<file path="src/rtl/jtag_tap_ctrl.sv">
// IEEE 1149.1 TAP controller: 16-state TAP FSM, instruction register, BYPASS and
// optional IDCODE data registers, and decoded strobes for an external debug DR.
// Optional feature macro: JTAG_IDCODE_EN (adds the IDCODE register, opcode 1, and
// makes IDCODE the reset instruction; otherwise the reset instruction is BYPASS).
module jtag_tap_ctrl #(
    parameter int unsigned         IR_WIDTH     = 5,
    parameter logic [31:0]         IDCODE_VALUE = 32'h1000_0DB3,
    parameter logic [IR_WIDTH-1:0] DBG_INSTR    = 5'h11
) (
    input  logic                tck_i,
    input  logic                rst_i,
    input  logic                tms_i,
    input  logic                td_i,
    output logic                td_o,
    output logic                tdo_oe_o,
    output logic                test_logic_reset_o,
    output logic                run_test_idle_o,
    output logic                capture_dr_o,
    output logic                shift_dr_o,
    output logic                update_dr_o,
    output logic                dbg_sel_o,
    input  logic                dbg_tdo_i,
    output logic [IR_WIDTH-1:0] ir_o
);

    localparam logic [3:0] StTlr   = 4'd0;
    localparam logic [3:0] StRti   = 4'd1;
    localparam logic [3:0] StSelDr = 4'd2;
    localparam logic [3:0] StCapDr = 4'd3;
    localparam logic [3:0] StShDr  = 4'd4;
    localparam logic [3:0] StEx1Dr = 4'd5;
    localparam logic [3:0] StPauDr = 4'd6;
    localparam logic [3:0] StEx2Dr = 4'd7;
    localparam logic [3:0] StUpdDr = 4'd8;
    localparam logic [3:0] StSelIr = 4'd9;
    localparam logic [3:0] StCapIr = 4'd10;
    localparam logic [3:0] StShIr  = 4'd11;
    localparam logic [3:0] StEx1Ir = 4'd12;
    localparam logic [3:0] StPauIr = 4'd13;
    localparam logic [3:0] StEx2Ir = 4'd14;
    localparam logic [3:0] StUpdIr = 4'd15;

    // Capture pattern: ...0001, so the mandatory "01" appears in the low two bits.
    localparam logic [IR_WIDTH-1:0] IrCapture = {{(IR_WIDTH-1){1'b0}}, 1'b1};

`ifdef JTAG_IDCODE_EN
    localparam logic [IR_WIDTH-1:0] IrIdcode   = {{(IR_WIDTH-1){1'b0}}, 1'b1};
    localparam logic [IR_WIDTH-1:0] ResetInstr = IrIdcode;
`else
    localparam logic [IR_WIDTH-1:0] ResetInstr = '1;
`endif

    logic [3:0]          state_q, state_d;
    logic [IR_WIDTH-1:0] ir_q, ir_d;
    logic [IR_WIDTH-1:0] ir_shift_q, ir_shift_d;
    logic                bypass_q, bypass_d;
    logic                td_q, td_d;
    logic                oe_q, oe_d;
    logic                sel_dbg, sel_idcode, sel_bypass;
    logic                idcode_tdo;
    logic                dr_tdo;

    // The debug DR wins if its opcode ever collides with the IDCODE opcode.
    assign sel_dbg    = (ir_q == DBG_INSTR);
    assign sel_bypass = !sel_dbg && !sel_idcode;

    // TAP state transition function
    always_comb begin
        state_d = state_q;
        case (state_q)
            StTlr:   state_d = tms_i ? StTlr   : StRti;
            StRti:   state_d = tms_i ? StSelDr : StRti;
            StSelDr: state_d = tms_i ? StSelIr : StCapDr;
            StCapDr: state_d = tms_i ? StEx1Dr : StShDr;
            StShDr:  state_d = tms_i ? StEx1Dr : StShDr;
            StEx1Dr: state_d = tms_i ? StUpdDr : StPauDr;
            StPauDr: state_d = tms_i ? StEx2Dr : StPauDr;
            StEx2Dr: state_d = tms_i ? StUpdDr : StShDr;
            StUpdDr: state_d = tms_i ? StSelDr : StRti;
            StSelIr: state_d = tms_i ? StTlr   : StCapIr;
            StCapIr: state_d = tms_i ? StEx1Ir : StShIr;
            StShIr:  state_d = tms_i ? StEx1Ir : StShIr;
            StEx1Ir: state_d = tms_i ? StUpdIr : StPauIr;
            StPauIr: state_d = tms_i ? StEx2Ir : StPauIr;
            StEx2Ir: state_d = tms_i ? StUpdIr : StShIr;
            StUpdIr: state_d = tms_i ? StSelDr : StRti;
            default: state_d = StTlr;
        endcase
    end

    // Instruction register: capture/shift path plus the latched instruction
    always_comb begin
        ir_shift_d = ir_shift_q;
        ir_d       = ir_q;
        case (state_q)
            StCapIr: ir_shift_d = IrCapture;
            StShIr:  ir_shift_d = {td_i, ir_shift_q[IR_WIDTH-1:1]};
            StUpdIr: ir_d       = ir_shift_q;
            StTlr:   ir_d       = ResetInstr;
            default: ;
        endcase
    end

    // BYPASS register: captures 0, otherwise a single-bit delay from td_i
    always_comb begin
        bypass_d = bypass_q;
        if (sel_bypass && state_q == StCapDr) begin
            bypass_d = 1'b0;
        end else if (sel_bypass && state_q == StShDr) begin
            bypass_d = td_i;
        end
    end

`ifdef JTAG_IDCODE_EN
    logic [31:0] idcode_q, idcode_d;

    assign sel_idcode = !sel_dbg && (ir_q == IrIdcode);
    assign idcode_tdo = idcode_q[0];

    // IDCODE register: loads the device ID on capture, shifts out LSB first
    always_comb begin
        idcode_d = idcode_q;
        if (sel_idcode && state_q == StCapDr) begin
            idcode_d = IDCODE_VALUE;
        end else if (sel_idcode && state_q == StShDr) begin
            idcode_d = {td_i, idcode_q[31:1]};
        end
    end

    // IDCODE register state
    always_ff @(posedge tck_i or posedge rst_i) begin
        if (rst_i) begin
            idcode_q <= '0;
        end else begin
            idcode_q <= idcode_d;
        end
    end
`else
    logic unused_idcode;

    assign sel_idcode    = 1'b0;
    assign idcode_tdo    = 1'b0;
    assign unused_idcode = ^IDCODE_VALUE;
`endif

    assign dr_tdo = sel_dbg ? dbg_tdo_i : (sel_idcode ? idcode_tdo : bypass_q);

    // Serial output selection; td_o holds its last value outside the shift states
    always_comb begin
        td_d = td_q;
        oe_d = 1'b0;
        if (state_q == StShIr) begin
            td_d = ir_shift_q[0];
            oe_d = 1'b1;
        end else if (state_q == StShDr) begin
            td_d = dr_tdo;
            oe_d = 1'b1;
        end
    end

    // Rising-edge state: FSM, instruction and data registers
    always_ff @(posedge tck_i or posedge rst_i) begin
        if (rst_i) begin
            state_q    <= StTlr;
            ir_q       <= ResetInstr;
            ir_shift_q <= '0;
            bypass_q   <= 1'b0;
        end else begin
            state_q    <= state_d;
            ir_q       <= ir_d;
            ir_shift_q <= ir_shift_d;
            bypass_q   <= bypass_d;
        end
    end

    // Falling-edge output stage so TDO is stable at the next rising edge
    always_ff @(negedge tck_i or posedge rst_i) begin
        if (rst_i) begin
            td_q <= 1'b0;
            oe_q <= 1'b0;
        end else begin
            td_q <= td_d;
            oe_q <= oe_d;
        end
    end

    // Combinational state decodes
    always_comb begin
        test_logic_reset_o = (state_q == StTlr);
        run_test_idle_o    = (state_q == StRti);
        capture_dr_o       = sel_dbg && (state_q == StCapDr);
        shift_dr_o         = sel_dbg && (state_q == StShDr);
        update_dr_o        = sel_dbg && (state_q == StUpdDr);
    end

    assign dbg_sel_o = sel_dbg;
    assign ir_o      = ir_q;
    assign td_o      = td_q;
    assign tdo_oe_o  = oe_q;

endmodule

</file>
<file path="config.mk">
export PLATFORM = sky130hd
export DESIGN_NAME = jtag_tap_ctrl
export DESIGN_NICKNAME = d
export VERILOG_FILES = /design/src/rtl/jtag_tap_ctrl.sv
export SDC_FILE = /design/constraint.sdc
export NUM_CORES = 1
export LEC_CHECK = 0
export CAP_MARGIN = 10
export CORE_UTILIZATION = 38
export CTS_BUF_LIST = sky130_fd_sc_hd__clkbuf_8
export DETAILED_ROUTE_END_ITERATION = 8
export HOLD_SLACK_MARGIN = 0.1
export SETUP_SLACK_MARGIN = 0.02
export SYNTH_ARGS = -nofsm -noshare
export SYNTH_HDL_FRONTEND = slang
export SYNTH_SLANG_ARGS = --single-unit
</file>
<file path="constraint.sdc">
create_clock -name tck_i -period 3.06 [get_ports tck_i]
set_input_delay 0.765 -clock tck_i [delete_from_list [all_inputs] [get_ports tck_i]]
set_output_delay 0.765 -clock tck_i [all_outputs]
set_load 0.1 [all_outputs]
</file>
# == Yosys cells after proc, flatten, opt, wreduce, memory -nomap -nowiden ==
# Index checks and enable logic that the tools add are counted.
# totals
ff_bits,17
in_bits,5
output_inout_bits,13
word_cells,58
# op_classes
n_eq_ne,16
mux,22
reduce_logical,14
# op_table
cell,n
4-bit one-hot mux with 12 select lines,1
"4-bit equality test, second input constant",8
5-bit one-hot mux with 2 select lines,2
"4-bit by 3-bit equality test with 1-bit output, second input constant",4
4-bit two-way mux,4
1-bit two-way mux,10
"4-bit by 2-bit equality test with 1-bit output, second input constant",2
2-bit nonzero test,4
2-bit two-way mux,3
3-bit two-way mux,2
"5-bit equality test, second input constant",1
1-bit logical AND,5
"4-bit by 1-bit equality test with 1-bit output, second input constant",1
4-bit logical NOT,1
2-bit OR reduction,2
3-bit OR reduction,1
1-bit logical NOT,1

# == Logic depth before layout (Yosys ltp) ==
# Gate-level depths: netlist of run 1.
# logic_depth
word_depth,5
mapped_depth,5
mapped_depth_nobuf,4

==> results.sh, run 1 <==
export IMPL_synthesis_area_um2=931
export IMPL_ctsHoldBuffers=0
export IMPL_portBuffers=17
export IMPL_fin_util=0.580
export IMPL_cts_buffers=3
export IMPL_swShare=0.504
export IMPL_intPower_mw=0.707
export IMPL_relSlewSlack=0.718
export IMPL_ctsResizeCount=0
export IMPL_clockRootBuffer="clkbuf_8"
export IMPL_die_area_um2=2650
export IMPL_finalNetCount=137
export IMPL_path_delay_family="flip-flops"
export IMPL_drv_cap=0
export IMPL_dpl_hpwl_um=1790
export IMPL_cts_buffer_depth=2
export IMPL_report_final_setup_viol=2
export IMPL_wl_per_cell_um=14.2
export IMPL_hold_violations=0
export IMPL_start_kind="flop"
export IMPL_synth_distinct_cells=31
export IMPL_crit_fanout=2
export IMPL_finalSetupTns_ps=-269
export IMPL_fillers=215
export IMPL_crit_slowest_cell="dfrtn_1"
export IMPL_cp_cell_sequence="buf_12"
export IMPL_drv_slew=0
export IMPL_critPathArrivalTime_ps=2440
export IMPL_drt_iter0_drc=11
export IMPL_power_frac_clock=0.117
export IMPL_core_area_um2=2250
export IMPL_grt_use_total=0.205
export IMPL_yosysTopAreaCell="dfrtp_1"
export IMPL_wirelength_um=2260
export IMPL_use_met2=0.348
export IMPL_avgSynthCellArea_um2=8.62
export IMPL_die_y_um=51.5
export IMPL_synth_ff_type="dfrtp_1"
export IMPL_critical_path_max_stage_delay_ps=460
export IMPL_violations="setup timing"
export IMPL_critPathKind="flop to output port"
export IMPL_grtUsageMet3=0.0263
export IMPL_holdWs_ps=500
export IMPL_synth_area_leaders="dfrtp_1 27%, dfstp_2 14%, o21ai_0 7.0%"
export IMPL_grt_pass1_wl_um=4020
export IMPL_vias=864
export IMPL_skew_ps=17.3
export IMPL_syn_inst=108
export IMPL_clock_sinks=17
export IMPL_start_util=0.413
export IMPL_antennaDiodeCount=0
export IMPL_rsz0062_at_grt="true"
export IMPL_post_cts_buffers=1
export IMPL_yosysWarnings=0
export IMPL_synth_nets=113
export IMPL_grt_overflow=0
export IMPL_netlist_top_cells_count="17 x nand2_1, 13 x o21ai_0, 11 x nor2_1, 10 x dfrtp_1"
export IMPL_tightest_slew_ps=422
export IMPL_setup_slack_ps=-149
export IMPL_insertion_delay_ps=260
export IMPL_gp_congestion=0.806
export IMPL_ys_async_sr_fraction=1.00
export IMPL_power_density_nw_per_um2=1090
export IMPL_tritoncts="yes"
export IMPL_clk_pin_slew_ps=60
export IMPL_ys_seq_area_frac=0.464
export IMPL_use_met1=0.286
export IMPL_hold_path_class="flop to flop"
export IMPL_ff_latch_area_um2=439
export IMPL_grt_max_degree=14
export IMPL_drtPass1Iterations=4
export IMPL_synth_edf_count=0
export IMPL_rows=17
export IMPL_yosysTopAreaCellShare=0.269
export IMPL_floorplan_die_width_um=51.5
export IMPL_ys_seq_elements=17
export IMPL_power_frac_comb=0.593
export IMPL_drive_gt1_frac=0.313
export IMPL_ant_nets=0
export IMPL_endpoint_kind="output port"
export IMPL_io_pins=18
export IMPL_worstPathRequired_ps=2290
export IMPL_status="finished with violations"
export IMPL_p_sw_mw=0.718
export IMPL_gr_max_usage_layer="met2"
export IMPL_antenna_found_initial=0
export IMPL_power_leakage_nw=0.585
export IMPL_finalPower_mw=1.43
export IMPL_vdd_drop_max_mv=0.559
export IMPL_drc=0
export IMPL_post_drt_via_cell_ratio=5.43
export IMPL_synth_most_common_cell="nand2_1"
export IMPL_worst_path_buf_inv=1
export IMPL_pwr_share_seq=0.290
export IMPL_grt_pass1_vias=838
export IMPL_multi_input_area_um2=484
export IMPL_h_tree_depth=1
export IMPL_area_growth_synth_to_final_pct=40.5
-- routing by layer --
layer  vias up  part of all wire  wire, um
met4         0                 0         0
met5         -                 0         0
li1        431                 -         -
met3         0             0.032        73
met2        19              0.49      1100
met1       414              0.48      1090
-- sequential cells by signal, summed over array words and instances, names as in the netlist --
name and cells:
bypass_q 1, td_o 1, ir_shift_q 5, ir_o 5, state_q 4, tdo_oe_o 1
-- stage by stage --
step	setup WS, ps	cells	instance area, um^2
2_1_floorplan	-213	108	983
3_3_place_gp	-18.8	154	1250
3_5_place_dp	-19.6	154	1250
4_1_cts	-142	159	1310
5_1_grt	-167	159	1310
6_report	-149	159	1310
-- path summary, 6_finish.rpt --
| path | start | end | slack (ps) | depth (start not counted) |
|---|---|---|---|---|
| max in group asynchronous | rst_i | td_o | 730 | 2 |
| min reg2reg | bypass_q | bypass_q | 500 | 1 |
| max | td_o | td_o | -150 | 1 |
| min | bypass_q | bypass_q | 500 | 1 |
| max reg2reg | ir_o[0] | td_o | 210 | 4 |
| min in group asynchronous | rst_i | state_q[0] | 720 | 2 |
-- layout by cell type, fill, tap and decap left out, types with 2 or more instances in the layout --
cell type         n
a21oi_1           6
a22oi_1           5
buf_12            6
buf_4            16
clkbuf_8          3
clkdlybuf4s50_1   4
dfrtn_1           2
dfrtp_1          10
dfstp_2           3
dfstp_4           2
inv_1             6
mux2i_1           2
nand2_1          16
nand3_1           3
nor2_1           10
nor2b_1           2
nor3_2            2
o21ai_0          13
o32ai_1           2
-- layout make-up --
type / count / area share
timing repair buffer: 26 / 0.214
clock inverter: 1 / 0.00383
multi-input combinational: 78 / 0.370
sequential: 17 / 0.336
clock buffer: 3 / 0.0316
tap: 28 / 0.0268
inverter: 6 / 0.0172
-- cell families after synthesis --
family                    Yosys count  share of synthesized area
and+or+nand+nor                    42                      0.210
buffers and inverters              13                     0.0645
xor gates and xnor gates            1                    0.00941
AOI/OAI and AO/OA                  33                      0.231
DFF                                17                      0.464
muxes                               2                     0.0215
-- power groups by stage --
stage | Clock [mW] | Sequential (mW) | Combinational [mW]
3_3_place_gp | 0 | 0.413 | 0.823
6_report | 0.167 | 0.414 | 0.845
3_5_place_dp | 0 | 0.418 | 0.834
2_1_floorplan | 0 | 0.534 | 0.482
4_1_cts | 0.171 | 0.413 | 0.846
5_1_grt | 0.179 | 0.426 | 0.911
(Power assumes the default switching activity.)
==> inputs of run 2 (changes only) <==
Settings changed: GPL_TIMING_DRIVEN set to 1.
==> results of run 2 <==
Same layout as run 1: the final DEF is identical, and so are final timing and power.
==> inputs of run 3 (changes only) <==
Clock period 3.06 ns to 3.3 ns, I/O delays scaled along.
==> run 3 against run 2 <==
The run still ends with setup timing left. Count of clock-buffer cells in the layout did not move. Die area did not move. Routed wire length decreased by 9.2%. Critical endpoint unchanged. Largest power group unchanged.
==> results.sh, run 3 (same netlist as run 1, synthesis figures left out) <==
export IMPL_grt_pass1_wl_um=3440
export IMPL_worst_path_buf_inv=1
export IMPL_relSlewSlack=0.711
export IMPL_ctsHoldBuffers=0
export IMPL_wl_per_cell_um=13.1
export IMPL_power_frac_clock=0.120
export IMPL_drv_cap=0
export IMPL_vias=846
export IMPL_hold_violations=0
export IMPL_grt_pass1_vias=753
export IMPL_dpl_hpwl_um=1570
export IMPL_area_growth_synth_to_final_pct=34.1
export IMPL_portBuffers=17
export IMPL_grt_use_total=0.179
export IMPL_drv_slew=0
export IMPL_finalSetupTns_ps=-133
export IMPL_insertion_delay_ps=260
export IMPL_power_density_nw_per_um2=1030
export IMPL_drtPass1Iterations=4
export IMPL_clockRootBuffer="clkbuf_8"
export IMPL_ctsResizeCount=0
export IMPL_postPlaceCellArea_um2=1190
export IMPL_status="finished with violations"
export IMPL_crit_fanout=2
export IMPL_clock_sinks=17
export IMPL_tightest_slew_ps=432
export IMPL_use_met2=0.271
export IMPL_pwr_share_seq=0.298
export IMPL_post_cts_buffers=1
export IMPL_report_final_setup_viol=2
export IMPL_drc=0
export IMPL_critPathArrivalTime_ps=2550
export IMPL_setup_slack_ps=-77.3
export IMPL_h_tree_depth=1
export IMPL_ant_nets=0
export IMPL_critPathKind="flop to output port"
export IMPL_hold_path_class="flop to flop"
export IMPL_die_area_um2=2650
export IMPL_worstPathRequired_ps=2470
export IMPL_antennaDiodeCount=0
export IMPL_finalNetCount=135
export IMPL_rows=17
export IMPL_swShare=0.511
export IMPL_antenna_found_initial=0
export IMPL_p_sw_mw=0.657
export IMPL_gp_congestion=0.790
export IMPL_grtUsageMet3=0.0351
export IMPL_crit_slowest_cell="dfrtn_1"
export IMPL_pre_cts_ws_ps=34.1
export IMPL_drive_gt1_frac=0.302
export IMPL_finalNonFillerCells=157
export IMPL_layout_common_cells="18 x buf_4, 16 x nand2_1, 13 x o21ai_0"
export IMPL_critical_path_max_stage_delay_ps=450
export IMPL_use_met1=0.252
export IMPL_vdd_drop_max_mv=0.712
export IMPL_core_area_um2=2250
export IMPL_holdWs_ps=498
export IMPL_power_leakage_nw=0.571
export IMPL_cts_buffers=3
export IMPL_fillers=221
export IMPL_floorplan_die_width_um=51.5
export IMPL_endpoint_kind="output port"
export IMPL_intPower_mw=0.628
export IMPL_tritoncts="yes"
export IMPL_wirelength_um=2050
export IMPL_ff_latch_area_um2=439
export IMPL_path_delay_family="flip-flops"
export IMPL_cts_buffer_depth=2
export IMPL_final_common_cell="buf_4"
export IMPL_start_util=0.413
export IMPL_gr_max_usage_layer="met2"
export IMPL_placedCellCount=152
export IMPL_power_frac_comb=0.582
export IMPL_grt_overflow=0
export IMPL_violations="setup timing"
export IMPL_clk_pin_slew_ps=70
export IMPL_drt_iter0_drc=13
export IMPL_post_drt_via_cell_ratio=5.39
export IMPL_rsz0062_at_grt="true"
export IMPL_skew_ps=16.6
export IMPL_multi_input_area_um2=490
export IMPL_grt_max_degree=19
export IMPL_final_cell_area_um2=1250
export IMPL_cp_cell_sequence="buf_12"
export IMPL_die_y_um=51.5
export IMPL_start_kind="flop"
export IMPL_io_pins=18
run 3: cell types whose count changed in the layout (fill, tap and decap cells not counted), sizes merged:
cell / previous run / this run
buf: 22 / 20
run 3: metal layers:
layer  vias to the layer above  wire, um  part of all wire
met2                        19       929              0.45
met5                         -         0                 0
met3                         4        80             0.039
met1                       402      1020              0.50
li1                        421         -                 -
met4                         0        24             0.012
run 3: cell type report:
cell class | instances | share of cell area
clock buffer | 3 | 0.0331
clock inverter | 1 | 0.00401
inverter | 6 | 0.0180
multi-input combinational | 78 | 0.393
sequential | 17 | 0.352
tap | 28 | 0.0281
timing repair buffer | 24 | 0.172
run 3: worst paths after layout:
check                         start          to  slack [ps]  cells past startpoint
hold / removal             bypass_q    bypass_q         500                      1
hold reg to reg            bypass_q    bypass_q         500                      1
setup / recovery               td_o        td_o         -80                      1
min in group asynchronous     rst_i  state_q[0]         780                      2
max in group asynchronous     rst_i        td_o         790                      2
setup reg to reg            ir_o[0]        td_o         320                      4
run 3: per-stage QoR:
step                 util  power (mW)
floorplan               -       0.947
global route        0.554        1.37
detailed placement  0.530        1.13
global placement    0.530        1.12
CTS                 0.554        1.29
finish              0.554        1.28
run 3: power groups by stage:
stage	sequential (mW)	clock, mW	combinational (mW)
6_report	0.382	0.155	0.748
5_1_grt	0.395	0.171	0.808
4_1_cts	0.380	0.161	0.752
3_5_place_dp	0.387	0	0.740
3_3_place_gp	0.383	0	0.737
2_1_floorplan	0.495	0	0.452
